--- src/rtl/bcd_to_bin.sv ---
// Sequential packed-BCD to binary converter: folds one BCD digit per clock,
// most significant first, into acc = acc*10 + digit, with valid/ready handshakes on both sides.
module bcd_to_bin #(
  parameter int DWIDTH = 16,
  parameter int BWIDTH = 14
) (
  input  logic              clk,
  input  logic              rst,
  input  logic [DWIDTH-1:0] bcd_in,
  input  logic              in_valid,
  output logic              in_ready,
  output logic [BWIDTH-1:0] bin_out,
  output logic              out_valid,
  input  logic              out_ready,
  output logic              busy,
  output logic              err_digit,
  output logic              err_ovf
);

  localparam int DIGITS = DWIDTH / 4;
  localparam int CW     = (DIGITS > 1) ? $clog2(DIGITS) : 1;
  localparam int WW     = BWIDTH + 4;
  localparam logic [WW-1:0] MAX_WIDE = {4'b0000, {BWIDTH{1'b1}}};

  typedef enum logic [1:0] {IDLE, CONV, DONE} state_t;

  state_t              state_q, state_d;
  logic [DWIDTH-1:0]   shift_q, shift_d;
  logic [BWIDTH-1:0]   acc_q, acc_d;
  logic [CW-1:0]       cnt_q, cnt_d;
  logic [BWIDTH-1:0]   bin_q, bin_d;
  logic                out_valid_q, out_valid_d;
  logic                in_ready_q, in_ready_d;
  logic                busy_q, busy_d;
  logic                err_digit_q, err_digit_d;
  logic                err_ovf_q, err_ovf_d;

  logic [3:0]          digit;
  logic [WW-1:0]       wide;
  logic                ovf;
  logic [BWIDTH-1:0]   acc_step;

  always_comb begin
    digit    = shift_q[DWIDTH-1 -: 4];
    wide     = WW'(acc_q) * WW'(10) + WW'(digit);
    ovf      = (wide > MAX_WIDE);
    // Once saturated, the accumulator is pinned at all-ones for the remaining digits.
    acc_step = (ovf || err_ovf_q) ? {BWIDTH{1'b1}} : wide[BWIDTH-1:0];

    state_d     = state_q;
    shift_d     = shift_q;
    acc_d       = acc_q;
    cnt_d       = cnt_q;
    bin_d       = bin_q;
    out_valid_d = out_valid_q;
    in_ready_d  = in_ready_q;
    busy_d      = busy_q;
    err_digit_d = err_digit_q;
    err_ovf_d   = err_ovf_q;

    case (state_q)
      IDLE: begin
        if (in_valid) begin
          shift_d     = bcd_in;
          acc_d       = '0;
          cnt_d       = '0;
          err_digit_d = 1'b0;
          err_ovf_d   = 1'b0;
          in_ready_d  = 1'b0;
          busy_d      = 1'b1;
          state_d     = CONV;
        end
      end
      CONV: begin
        acc_d   = acc_step;
        shift_d = shift_q << 4;
        cnt_d   = cnt_q + CW'(1);
        if (digit > 4'd9) err_digit_d = 1'b1;
        if (ovf)          err_ovf_d   = 1'b1;
        if (cnt_q == CW'(DIGITS - 1)) begin
          bin_d       = acc_step;
          out_valid_d = 1'b1;
          busy_d      = 1'b0;
          state_d     = DONE;
        end
      end
      DONE: begin
        // The release edge does not accept a new operand; in_ready rises after it.
        if (out_ready) begin
          out_valid_d = 1'b0;
          in_ready_d  = 1'b1;
          state_d     = IDLE;
        end
      end
      default: begin
        state_d     = IDLE;
        out_valid_d = 1'b0;
        in_ready_d  = 1'b1;
        busy_d      = 1'b0;
      end
    endcase
  end

  always_ff @(posedge clk or negedge rst) begin
    if (!rst) begin
      state_q     <= IDLE;
      shift_q     <= '0;
      acc_q       <= '0;
      cnt_q       <= '0;
      bin_q       <= '0;
      out_valid_q <= 1'b0;
      in_ready_q  <= 1'b1;
      busy_q      <= 1'b0;
      err_digit_q <= 1'b0;
      err_ovf_q   <= 1'b0;
    end else begin
      state_q     <= state_d;
      shift_q     <= shift_d;
      acc_q       <= acc_d;
      cnt_q       <= cnt_d;
      bin_q       <= bin_d;
      out_valid_q <= out_valid_d;
      in_ready_q  <= in_ready_d;
      busy_q      <= busy_d;
      err_digit_q <= err_digit_d;
      err_ovf_q   <= err_ovf_d;
    end
  end

  assign in_ready  = in_ready_q;
  assign bin_out   = bin_q;
  assign out_valid = out_valid_q;
  assign busy      = busy_q;
  assign err_digit = err_digit_q;
  assign err_ovf   = err_ovf_q;

endmodule

--- config.mk ---
export PLATFORM = sky130hd
export DESIGN_NAME = bcd_to_bin
export DESIGN_NICKNAME = d
export VERILOG_FILES = /design/src/rtl/bcd_to_bin.sv
export SDC_FILE = /design/constraint.sdc
export NUM_CORES = 1
export LEC_CHECK = 0
export ABC_CLOCK_PERIOD_IN_PS = 9890
export CORE_UTILIZATION = 30
export CTS_CLUSTER_DIAMETER = 60
export DETAILED_ROUTE_END_ITERATION = 10
export DONT_BUFFER_PORTS = 1
export MAX_ROUTING_LAYER = met4
export PLACE_DENSITY = 0.45
export SLEW_MARGIN = 5
export SYNTH_ARGS = -nofsm -noshare
export SYNTH_HDL_FRONTEND = slang
export SYNTH_SLANG_ARGS = --single-unit
--- constraint.sdc ---
create_clock -name clk -period 9.89 [get_ports clk]
set_clock_uncertainty 0.15 [all_clocks]
set_input_delay 2.4725 -clock clk [delete_from_list [all_inputs] [get_ports clk]]
set_output_delay 2.4725 -clock clk [all_outputs]
set_load 0.01 [all_outputs]
==> run summary <==
Status: complete, no violations
Worst EP arrival: 3.57 ns
Via count: 2,476
Ys async rst share: 100.0%
Ys Warns: 0
Drt drc: 0
Worst setup SP type: flip-flop
Share of cells above drive strength 1: 8.357%
Max-Cap Viols: 0
Core area: 10,840 sq um
Cells after Synth: 351
Syn_area_per_cell: 9.475 sq um
Worst setup endpoint: bin_out[9]
Reg-to-Reg End: bin_out[9]
Net Count, Synth: 401
CP startpoint: acc_q[1]
Reg-to-reg slack, setup: 6.31 ns
R2R cell count: 11
WL/cell: 16.57 microns
Initial core utilization: 30.68%
I/O pin count: 39
Clk sink count: 53
Routed vias/inst: 5.084
CTS root buf: clkbuf_8
Peak Freq: 279.7 MHz
Antenna-violating nets left: 0
Max Root-Sink Buffers: 2
Max incr delay on CP: 0.44 ns
RSZ-0062 raised after global routing: false
Mapped Area: 3326 sq um
H-tree Lvls: 2
Number of port buffers: 0
Unique masters post-synth: 54
Placer Congestion: 0.7311
Nets: 396
Vias in the first global route: 2,477
Seq cells post-synth: 53
Post-cts sizing count: 0
WP data required: 9.88 ns
Register area share after synthesis: 39.92%
Post-synth top flop: dfrtp_1
Drt total wl: 8072 microns
CP delay by family, top: adder cells
First-pass GRT wire length: 13,370 microns
Reg clk slew, reported paths: 0.10 ns
CP bufs+invs: 0
Setup TNS: 0 ns
Number of cells on the critical path: 11
Tcrit/Tclk final: 36.15%
Final setup violation count: 0
Pin count of the biggest net entering global routing: 54
Max-slew violations: 0
Initial DRC Count: 97
Period minus WS final: 3.575 ns
CTS tree: done
First drt pass iteration count: 4
Post-CTS Setup Inserts: 0
Hold Crit Start: shift_q[8]
Area grow syn2layout: 6.471%
Total congestion overflow: 0
Kind of critical path: reg -> reg
Final Hold Fails: 0
Placed cell count: 479
Row count: 38
Worst-Skew Late Latency: 0.31 ns
Slowest cell on the critical path: dfrtp_1
GR Util All Layers: 15.45%
Die span in x: 107.3 microns
CP cell instances: ha_1 -> ha_1 -> fa_1 -> a21o_2 -> a22o_2 -> o41ai_2 -> nand3_1 -> mux2i_4 -> nand4_4 -> nand2_4 -> a31oi_1
HP Class: reg -> reg
Worst-margin pin slew: 0.9946 ns
Most used cell, CP: ha_1
Worst rel slew slack: 33.45%
RR Startpoint: acc_q[1]
Area of the multi-input gates: 1922 sq um
Antenna diode count: 0
Initial antenna violation count: 0
Post-synth EDFFs: 0
Hold-fix buffers, CTS: 0
Sequential cell area: 1328 sq um
Crit-path max FO: 10
Fin cells: 487
Die Y: 107.3 microns
Fillers: 1,168
Endpoint class of the critical path: flip-flop
Dpl hpwl: 6052 microns
Die Footprint: 11,510 sq um
Cts bufs inserted: 5
[worst min path at each step]
stage	end	slack, ns	cells past startpoint
2_1_floorplan	shift_q[10]	0.30	2
6_report	shift_q[8]	0.34	2
4_1_cts	shift_q[8]	0.34	2
5_1_grt	cnt_q[0]	0.38	1
3_5_place_dp	shift_q[8]	0.32	2
3_3_place_gp	shift_q[9]	0.31	2
[state kept, by name, indices dropped and copies added, names as in the netlist]
| register | cells |
|---|---|
| in_ready | 1 |
| shift_q | 16 |
| err_digit | 1 |
| busy | 1 |
| err_ovf | 1 |
| out_valid | 1 |
| state_q | 2 |
| bin_out | 14 |
| acc_q | 14 |
| cnt_q | 2 |
[layer usage]
layer / GRT usage [%] / share of wire (%) / up-vias / routed length, microns
li1: - / - / 1257 / -
met1: 21.15 / 50 / 1182 / 4039
met2: 23.41 / 45 / 32 / 3656
met3: 3.814 / 4.3 / 5 / 347
met4: 2.642 / 0.36 / 0 / 29
met5: - / 0 / - / 0
[final cells by class]
cell class	count	share of cell area, %
clock buffer	6	2.049
clock inverter	2	0.2827
inverter	5	0.5300
multi-input combinational	279	54.28
sequential	53	37.49
tap	140	4.947
timing repair buffer	2	0.4240
[cell usage in the layout (no fill, tap or decap), types with 6 or more instances in the layout]
cell	instances
o21ai_0	38
nand2_1	48
mux2i_1	13
a21oi_1	21
ha_1	28
nor2_1	34
nand3_1	6
dfrtp_1	52
xor2_1	6
xnor2_1	7
[through the flow]
| step | hold WS [ns] | cell area, sq um | setup WS (ns) | utilization [%] |
|---|---|---|---|---|
| floorplan | 0.2996 | 3326 | 6.525 | - |
| global placement | 0.3108 | 3458 | 6.345 | 31.90 |
| detailed placement | 0.3202 | 3458 | 6.316 | 31.90 |
| CTS | 0.3442 | 3541 | 6.294 | 32.66 |
| global route | 0.3770 | 3541 | 6.104 | 32.66 |
| finish | 0.3386 | 3541 | 6.315 | 32.66 |
[cell usage after synthesis, drive strengths merged (6+ instances only)]
master	instances	area, sq um
mux2i	14	152.6
xor2	6	52.55
nor2	34	127.6
o211ai	6	58.81
o21ai	38	190.2
ha	28	350.3
a21o	7	55.06
a21oi	21	105.1
xnor2	7	61.31
clkbuf	9	33.78
nor2b	6	37.54
dfrtp	52	1301
nand2	49	191.4
nand3	7	47.55
[worst register-to-register path, delay by kind of cell (launching register included)]
| kind | cells | cell delay (ns) |
|---|---|---|
| adders and majority gates | 3 | 1.02 |
| AOI/OAI and AO/OA | 4 | 0.92 |
| and+or+nand+nor | 3 | 0.62 |
| DFF | 1 | 0.44 |
| muxes | 1 | 0.26 |
[cell families (layout without fill, tap and decap cells)]
| logic type | Yosys count | in the layout | share of synthesized area [%] |
|---|---|---|---|
| AND/OR/NAND/NOR | 119 | 119 | 17.49 |
| XOR/XNOR | 13 | 13 | 3.424 |
| buffers and inverters | 19 | 15 | 2.483 |
| AO/OA/AOI/OAI | 103 | 103 | 20.35 |
| flip-flops | 53 | 53 | 39.92 |
| adder cells (fa/ha/maj) | 30 | 30 | 11.74 |
| multiplexers | 14 | 14 | 4.590 |
Power is left out: the tool's default activity adds up to more than one toggle a clock period on the data nets, which glitch-free logic cannot reach.
